`config.mk`:
```
export PLATFORM = sky130hd
export DESIGN_NAME = ex_mdu
export DESIGN_NICKNAME = d
export VERILOG_FILES = /design/src/rtl/mips_pkg.sv /design/src/rtl/mdu_iter.sv /design/src/rtl/ex_mdu.sv
export SDC_FILE = /design/constraint.sdc
export NUM_CORES = 2
export LEC_CHECK = 0
export CAP_MARGIN = 20
export CORE_ASPECT_RATIO = 0.75
export CORE_MARGIN = 2
export CORE_UTILIZATION = 65
export CTS_CLUSTER_DIAMETER = 80
export DETAILED_ROUTE_END_ITERATION = 8
export MAX_ROUTING_LAYER = met4
export PLACE_DENSITY = 0.94
export RECOVER_POWER = 100
export SLEW_MARGIN = 10
export SYNTH_ARGS = -nofsm -noshare
export SYNTH_HDL_FRONTEND = slang
export SYNTH_SLANG_ARGS = --single-unit
```
`constraint.sdc`:
```
create_clock -name CLK -period 13.25 [get_ports CLK]
set_clock_uncertainty 0.05 [all_clocks]
set_input_delay 1.9875 -clock CLK [delete_from_list [all_inputs] [get_ports CLK]]
set_output_delay 1.9875 -clock CLK [all_outputs]
set_load 0.02 [all_outputs]
```
`src/rtl/mips_pkg.sv`:
```
// Shared MIPS decode constants and the types used by the execute-stage
// multiply/divide unit.
package mips_pkg;

  typedef enum logic [1:0] {IDLE, MUL, DIV} mdu_state_e;

  typedef struct packed {
    logic is_div;
    logic is_signed;
  } mdu_op_t;

  localparam logic [5:0] OP_RTYPE = 6'h00;
  localparam logic [5:0] OP_BEQ   = 6'h04;
  localparam logic [5:0] OP_BNE   = 6'h05;
  localparam logic [5:0] OP_ADDI  = 6'h08;
  localparam logic [5:0] OP_ADDIU = 6'h09;
  localparam logic [5:0] OP_SLTI  = 6'h0A;
  localparam logic [5:0] OP_SLTIU = 6'h0B;
  localparam logic [5:0] OP_ANDI  = 6'h0C;
  localparam logic [5:0] OP_ORI   = 6'h0D;
  localparam logic [5:0] OP_XORI  = 6'h0E;
  localparam logic [5:0] OP_LUI   = 6'h0F;
  localparam logic [5:0] OP_LW    = 6'h23;
  localparam logic [5:0] OP_SW    = 6'h2B;

  localparam logic [5:0] FN_SLL   = 6'h00;
  localparam logic [5:0] FN_SRL   = 6'h02;
  localparam logic [5:0] FN_SRA   = 6'h03;
  localparam logic [5:0] FN_MFHI  = 6'h10;
  localparam logic [5:0] FN_MTHI  = 6'h11;
  localparam logic [5:0] FN_MFLO  = 6'h12;
  localparam logic [5:0] FN_MTLO  = 6'h13;
  localparam logic [5:0] FN_MULT  = 6'h18;
  localparam logic [5:0] FN_MULTU = 6'h19;
  localparam logic [5:0] FN_DIV   = 6'h1A;
  localparam logic [5:0] FN_DIVU  = 6'h1B;
  localparam logic [5:0] FN_ADD   = 6'h20;
  localparam logic [5:0] FN_ADDU  = 6'h21;
  localparam logic [5:0] FN_SUB   = 6'h22;
  localparam logic [5:0] FN_SUBU  = 6'h23;
  localparam logic [5:0] FN_AND   = 6'h24;
  localparam logic [5:0] FN_OR    = 6'h25;
  localparam logic [5:0] FN_XOR   = 6'h26;
  localparam logic [5:0] FN_NOR   = 6'h27;
  localparam logic [5:0] FN_SLT   = 6'h2A;
  localparam logic [5:0] FN_SLTU  = 6'h2B;

  function automatic logic [31:0] abs_if(input logic [31:0] v, input logic sgn);
    return (sgn && v[31]) ? -v : v;
  endfunction

endpackage

```
`src/rtl/mdu_iter.sv`:
```
// Iterative shift-add multiplier / restoring divider with HI/LO registers.
// Operates on magnitudes; signs are reapplied on the final iteration edge.
import mips_pkg::*;

module mdu_iter (
  input  logic        clk,
  input  logic        rst_n,
  input  logic        start,
  input  mdu_op_t     op,
  input  logic [31:0] a,
  input  logic [31:0] b,
  input  logic        hi_wr,
  input  logic        lo_wr,
  input  logic [31:0] wdata,
  output logic        busy,
  output logic [31:0] hi,
  output logic [31:0] lo
);

  mdu_state_e  state, state_nxt;
  logic [4:0]  cnt;
  logic [63:0] acc;
  logic [31:0] opnd;
  logic        neg_hi, neg_lo;

  logic [31:0] a_abs, b_abs;
  logic [32:0] mul_sum, div_r, div_diff;
  logic        div_ge;
  logic [63:0] mul_nxt, div_nxt, prod;
  logic        unused_diff;

  // acc holds {partial product, multiplier} for MUL and {remainder, dividend/quotient} for DIV
  always_comb begin
    a_abs    = abs_if(a, op.is_signed);
    b_abs    = abs_if(b, op.is_signed);
    mul_sum  = {1'b0, acc[63:32]} + (acc[0] ? {1'b0, opnd} : 33'd0);
    mul_nxt  = {mul_sum, acc[31:1]};
    div_r    = {acc[63:32], acc[31]};
    div_ge   = div_r >= {1'b0, opnd};
    div_diff = div_r - {1'b0, opnd};
    div_nxt  = div_ge ? {div_diff[31:0], acc[30:0], 1'b1} : {div_r[31:0], acc[30:0], 1'b0};
    prod     = neg_lo ? -mul_nxt : mul_nxt;
  end

  assign unused_diff = div_diff[32];

  always_comb begin
    state_nxt = state;
    case (state)
      IDLE:    if (start) state_nxt = op.is_div ? DIV : MUL;
      MUL,
      DIV:     if (cnt == 5'd0) state_nxt = IDLE;
      default: state_nxt = IDLE;
    endcase
  end

  assign busy = (state != IDLE);

  always_ff @(posedge clk or negedge rst_n) begin
    if (!rst_n) begin
      state  <= IDLE;
      cnt    <= '0;
      acc    <= '0;
      opnd   <= '0;
      neg_hi <= 1'b0;
      neg_lo <= 1'b0;
      hi     <= '0;
      lo     <= '0;
    end else begin
      state <= state_nxt;
      case (state)
        IDLE: begin
          if (start) begin
            cnt    <= 5'd31;
            acc    <= {32'd0, op.is_div ? a_abs : b_abs};
            opnd   <= op.is_div ? b_abs : a_abs;
            // divide-by-zero keeps an all-ones quotient and the raw dividend as remainder
            neg_lo <= op.is_signed & (a[31] ^ b[31]) & (~op.is_div | (b != '0));
            neg_hi <= op.is_signed & a[31];
          end else begin
            if (hi_wr) hi <= wdata;
            if (lo_wr) lo <= wdata;
          end
        end
        MUL: begin
          acc <= mul_nxt;
          if (cnt == 5'd0) {hi, lo} <= prod;
          else             cnt <= cnt - 5'd1;
        end
        DIV: begin
          acc <= div_nxt;
          if (cnt == 5'd0) begin
            lo <= neg_lo ? -div_nxt[31:0]  : div_nxt[31:0];
            hi <= neg_hi ? -div_nxt[63:32] : div_nxt[63:32];
          end else begin
            cnt <= cnt - 5'd1;
          end
        end
        default: ;
      endcase
    end
  end

endmodule

```
`src/rtl/ex_mdu.sv`:
```
// Execute stage: single-cycle ALU with registered Result/Zero/Ovf, plus the
// iterative multiply/divide unit that stalls upstream via Busy.
import mips_pkg::*;

module ex_mdu (
  input  logic        CLK,
  input  logic        RST,
  input  logic        Valid,
  input  logic [31:0] Ins,
  input  logic [31:0] Rdata1,
  input  logic [31:0] Rdata2,
  input  logic [31:0] Ed32,
  output logic        Busy,
  output logic [31:0] Result,
  output logic        ResValid,
  output logic        Zero,
  output logic        Ovf
);

  logic [5:0]  opcode, funct;
  logic [4:0]  shamt;
  logic        accept;
  logic [31:0] sum, diff, isum, hi, lo, alu;
  logic        ovf_add, ovf_sub, ovf_addi;
  logic        known, res_ok, ovf, hi_wr, lo_wr, md_start;
  mdu_op_t     md_op;
  logic        unused_ins;

  assign opcode     = Ins[31:26];
  assign shamt      = Ins[10:6];
  assign funct      = Ins[5:0];
  assign unused_ins = ^Ins[25:11];
  assign accept     = Valid & ~Busy;

  assign sum      = Rdata1 + Rdata2;
  assign diff     = Rdata1 - Rdata2;
  assign isum     = Rdata1 + Ed32;
  assign ovf_add  = (Rdata1[31] == Rdata2[31]) && (sum[31]  != Rdata1[31]);
  assign ovf_sub  = (Rdata1[31] != Rdata2[31]) && (diff[31] != Rdata1[31]);
  assign ovf_addi = (Rdata1[31] == Ed32[31])   && (isum[31] != Rdata1[31]);

  always_comb begin
    alu      = '0;
    known    = 1'b0;
    res_ok   = 1'b0;
    ovf      = 1'b0;
    hi_wr    = 1'b0;
    lo_wr    = 1'b0;
    md_start = 1'b0;
    md_op    = '0;
    case (opcode)
      OP_RTYPE: begin
        known  = 1'b1;
        res_ok = 1'b1;
        case (funct)
          FN_ADD:   begin alu = sum;  ovf = ovf_add; res_ok = ~ovf_add; end
          FN_ADDU:  alu = sum;
          FN_SUB:   begin alu = diff; ovf = ovf_sub; res_ok = ~ovf_sub; end
          FN_SUBU:  alu = diff;
          FN_AND:   alu = Rdata1 & Rdata2;
          FN_OR:    alu = Rdata1 | Rdata2;
          FN_XOR:   alu = Rdata1 ^ Rdata2;
          FN_NOR:   alu = ~(Rdata1 | Rdata2);
          FN_SLT:   alu = {31'd0, $signed(Rdata1) < $signed(Rdata2)};
          FN_SLTU:  alu = {31'd0, Rdata1 < Rdata2};
          FN_SLL:   alu = Rdata2 << shamt;
          FN_SRL:   alu = Rdata2 >> shamt;
          FN_SRA:   alu = $signed(Rdata2) >>> shamt;
          FN_MFHI:  alu = hi;
          FN_MFLO:  alu = lo;
          FN_MTHI:  begin res_ok = 1'b0; hi_wr = 1'b1; end
          FN_MTLO:  begin res_ok = 1'b0; lo_wr = 1'b1; end
          FN_MULT:  begin res_ok = 1'b0; md_start = 1'b1; md_op.is_signed = 1'b1; end
          FN_MULTU: begin res_ok = 1'b0; md_start = 1'b1; end
          FN_DIV:   begin res_ok = 1'b0; md_start = 1'b1; md_op = '1; end
          FN_DIVU:  begin res_ok = 1'b0; md_start = 1'b1; md_op.is_div = 1'b1; end
          default:  begin known = 1'b0; res_ok = 1'b0; end
        endcase
      end
      OP_BEQ, OP_BNE: known = 1'b1;
      OP_ADDI:  begin known = 1'b1; alu = isum; ovf = ovf_addi; res_ok = ~ovf_addi; end
      OP_ADDIU, OP_LW, OP_SW: begin known = 1'b1; res_ok = 1'b1; alu = isum; end
      OP_SLTI:  begin known = 1'b1; res_ok = 1'b1; alu = {31'd0, $signed(Rdata1) < $signed(Ed32)}; end
      OP_SLTIU: begin known = 1'b1; res_ok = 1'b1; alu = {31'd0, Rdata1 < Ed32}; end
      OP_ANDI:  begin known = 1'b1; res_ok = 1'b1; alu = Rdata1 & {16'd0, Ed32[15:0]}; end
      OP_ORI:   begin known = 1'b1; res_ok = 1'b1; alu = Rdata1 | {16'd0, Ed32[15:0]}; end
      OP_XORI:  begin known = 1'b1; res_ok = 1'b1; alu = Rdata1 ^ {16'd0, Ed32[15:0]}; end
      OP_LUI:   begin known = 1'b1; res_ok = 1'b1; alu = {Ed32[15:0], 16'd0}; end
      default: ;
    endcase
  end

  mdu_iter u_mdu (
    .clk   (CLK),
    .rst_n (RST),
    .start (accept & md_start),
    .op    (md_op),
    .a     (Rdata1),
    .b     (Rdata2),
    .hi_wr (accept & hi_wr),
    .lo_wr (accept & lo_wr),
    .wdata (Rdata1),
    .busy  (Busy),
    .hi    (hi),
    .lo    (lo)
  );

  always_ff @(posedge CLK or negedge RST) begin
    if (!RST) begin
      Result   <= '0;
      ResValid <= 1'b0;
      Zero     <= 1'b0;
      Ovf      <= 1'b0;
    end else begin
      ResValid <= accept & res_ok;
      Ovf      <= accept & ovf;
      if (accept & res_ok) Result <= alu;
      if (accept & known)  Zero   <= (Rdata1 == Rdata2);
    end
  end

endmodule

```
==> impl_metrics.py <==
metrics = {
    "synthesis": {
        "postSynth.asyncResetShare": 1.00,
        "yosysTopAreaCell": "dfrtp_1",
        "ys_warn_count": 0,
        "seq_area_frac_synth": 0.165,
        "syn_nets": 4622,
        "synth-seq-cells": 204,
        "synth_edf_count": 0,
        "synth_cell_types": 88,
        "synth-main-ff-cell": "dfrtp_1",
        "synth_top_cell_area_share": 0.165,
        "synthTopCellsByArea": "dfrtp_1 17%, ha_1 10%, xnor2_1 7.1%",
        "syn_area_per_cell_um2": 7.30,
        "syn_area_um2": 30900,
        "syn_inst": 4236,
    },
    "floorplanning": {
        "ioPinCount": 167,
        "core_area_um2": 47100,
        "initial_core_util": 0.656,
        "dieHeight_um": 193,
        "dieWidth_um": 256,
        "num_rows": 69,
        "die_area_um2": 49400,
    },
    "drt": {
        "vias": 35854,
        "wire_per_inst_um": 28.0,
        "drtAntennaViolNets": 0,
        "firstDrtPassIters": 9,
        "vias_per_cell": 7.46,
        "drt_iter0_markers": 7455,
        "drcViolationCount": 1,
        "drt_wl_total_um": 135000,
    },
    "final_layout": {
        "ff_latch_area_um2": 5110,
        "post-route-cell-area_um2": 33400,
        "utilization": 0.709,
        "syn_to_final_growth_pct": 8.01,
        "drive_gt1_frac": 0.0546,
        "nets": 4528,
        "n_fill_cell": 4010,
        "multiInputGateArea_um2": 23800,
    },
    "grt": {
        "grt_pass1_vias": 31619,
        "grt_overflow": 0,
        "grt_use_total": 0.535,
        "grt_pass1_wl_um": 196000,
        "grt_max_degree": 97,
        "antenna_found_initial": 8,
    },
    "flow_run": {
        "cap_viol_max_count": 9,
    },
    "outcome": {
        "status": "complete, but fails checks",
        "violations": "DRC, capacitance limit, slew limit",
    },
    "power": {
        "switching_share": 0.426,
        "sequentialPowerShare": 0.303,
        "p_sw_w": 0.00110,
        "leakagePower_nw": 14.1,
        "combPwrFrac": 0.406,
        "clockPowerShare": 0.290,
        "max-vdd-ir-drop_mv": 0.101,
        "internal_power_w": 0.00148,
        "powerDensity_nw_per_um2": 77.2,
    },
    "placement": {
        "gp_congestion": 1.15,
        "placed_area_um2": 32500,
        "hpwl_um": 100000,
        "io_buffers": 151,
    },
    "clocking": {
        "cts_tree": "done",
        "cts_made_buffers": 25,
        "cts-hold-fix-buffers": 0,
        "cts_sinks": 204,
        "cts-htree-levels": 1,
        "postCtsSetupBuffers": 0,
        "clockBufferDepth": 3,
        "cts_resized": 0,
        "clock_latency_ns": 0.57,
        "root_buffer": "clkbuf_16",
        "path_clk_slew_ns": 0.07,
    },
    "setup_path": {
        "critPathLaunch": "Ins[27]",
        "start_kind": "input port",
        "cp.arrival_ns": 9.31,
        "critical_path.max_fanout": 68,
        "reg2reg_from": "u_mdu.acc[31]",
        "criticalPathCategory": "input port to flop",
        "cp.required_ns": 13.62,
        "endpoint_kind": "flop",
    },
    "timing": {
        "finalHoldViolCount": 0,
        "slew_violations": 437,
        "slew_headroom": -3.03,
        "rsz0062_at_grt": "false",
        "fmax_mhz": 112,
        "period_needed_ns": 8.95,
        "setup_tns_ns": 0,
        "worst_pin_slew_ns": 6.04,
        "period_share": 0.675,
        "finalSetupViolations": 0,
    },
    "worst_hold_path": {
        "hp-start": "Zero",
        "hp-class": "flop to flop",
    },
}
## registers in the layout (all words and copies together) (netlist names)
| name | cells |
|---|---|
| u_mdu.acc | 64 |
| Result | 32 |
| u_mdu.lo | 32 |
| u_mdu.cnt | 5 |
| u_mdu.state | 2 |
| u_mdu.neg_lo | 1 |
| Ovf | 1 |
| ResValid | 1 |
| Zero | 1 |
| u_mdu.opnd | 32 |
| u_mdu.hi | 32 |
| u_mdu.neg_hi | 1 |
## area by class of cell
cell class / instances / area share
Clock inverter: 10 / 0.00427
Multi-Input combinational cell: 3462 / 0.712
Sequential cell: 204 / 0.153
Tap cell: 639 / 0.0239
Clock buffer: 33 / 0.0205
Inverter: 231 / 0.0260
Timing Repair Buffer: 218 / 0.0598
Antenna cell: 9 / 0.000674
## power groups by stage
stage	logic (W)	clock network (W)	registers (W)
2_1_floorplan	0.000691	0	0.000722
3_3_place_gp	0.000950	0	0.000779
3_5_place_dp	0.000970	0	0.000783
4_1_cts	0.000980	0.000739	0.000773
5_1_grt	0.00110	0.000760	0.000786
6_report	0.00105	0.000748	0.000781
## routing by layer
layer,global-route usage,share of wire,vias to the layer above
met2,0.680,0.37,3373
met1,0.716,0.38,16568
met5,-,0,-
met3,0.252,0.19,569
li1,-,-,15344
met4,0.209,0.050,0
## per-stage QoR
step | setup WS (ns) | power, W | std cells | hold slack, ns
global placement | 5.63 | 0.00173 | 4751 | 0.410
CTS | 6.12 | 0.00249 | 4794 | 0.431
global route | 4.01 | 0.00264 | 4805 | 0.445
floorplan | 7.02 | 0.00141 | 4236 | 0.397
detailed placement | 5.60 | 0.00175 | 4751 | 0.415
finish | 4.30 | 0.00258 | 4806 | 0.427
## Yosys cell counts (38+ instances only)
cell      count
o21bai_1     42
nor2_1      390
a221oi_1     66
ha_1        250
a221o_1      38
xnor2_1     252
o211ai_1     39
inv_1       226
or3_1        42
a21oi_1     328
nand2_1     413
dfrtp_1     204
buf_1        43
mux2i_1     112
nand3_1      59
clkbuf_1    292
mux4_2       38
o31ai_1      85
nor3_1       85
a22oi_1      79
xor2_1       63
a21o_1       59
o21ai_0     425
## cells by family after synthesis
group | Yosys count | synth area share
AO/OA/AOI/OAI | 1504 | 0.319
multiplexers | 183 | 0.0759
flip-flops | 204 | 0.165
buffers and inverters | 570 | 0.0696
AND/OR/NAND/NOR | 1205 | 0.177
XOR/XNOR | 315 | 0.0892
adder cells (fa/ha/maj) | 255 | 0.104
## cell usage in the layout, fill, tap and decap left out, drive strengths merged, types with 24 or more instances in the layout
master | Yosys | final
clkdlybuf4s50 | 0 | 106
o21ai | 430 | 430
a221o | 38 | 38
dlygate4sd3 | 0 | 39
nand4 | 30 | 30
o21bai | 42 | 42
nor2 | 390 | 390
a222oi | 29 | 29
xor2 | 63 | 63
dfrtp | 204 | 204
nor4 | 26 | 26
inv | 227 | 229
xnor2 | 252 | 252
a22oi | 79 | 79
o22ai | 31 | 31
buf | 47 | 64
mux2i | 112 | 112
o21a | 24 | 24
mux4 | 38 | 38
clkbuf | 292 | 42
nor3 | 85 | 85
nand3 | 59 | 59
or3 | 47 | 47
a221oi | 66 | 66
mux2 | 33 | 33
o31ai | 85 | 85
a21o | 59 | 59
a21oi | 328 | 328
nand2b | 33 | 33
ha | 250 | 250
o211ai | 39 | 39
a211oi | 37 | 37
a31oi | 35 | 35
nand2 | 413 | 413
## final timing paths
kind / slack [ns] / depth (start not counted) / to
max reg2reg: 4.54 / 21 / u_mdu.hi[20]
min: 0.43 / 1 / Zero
min in group asynchronous: 3.61 / 1 / Result[29]
min reg2reg: 0.43 / 1 / Zero
max: 4.30 / 12 / u_mdu.acc[0]
max in group asynchronous: 5.70 / 3 / u_mdu.lo[10]
## critical path: stages
cell,delay (ns)
dlygate4sd3_1,0.52
clkbuf_1,1.38
nor2_1,0.07
nand2_1,0.21
nor3_1,0.15
nand2_2,0.09
clkbuf_1,1.89
nand2_1,0.58
nand2b_1,1.41
buf_4,0.69
a311o_1,0.19
o21ai_0,0.07
Note: power is estimated with default switching activity, not from simulation.
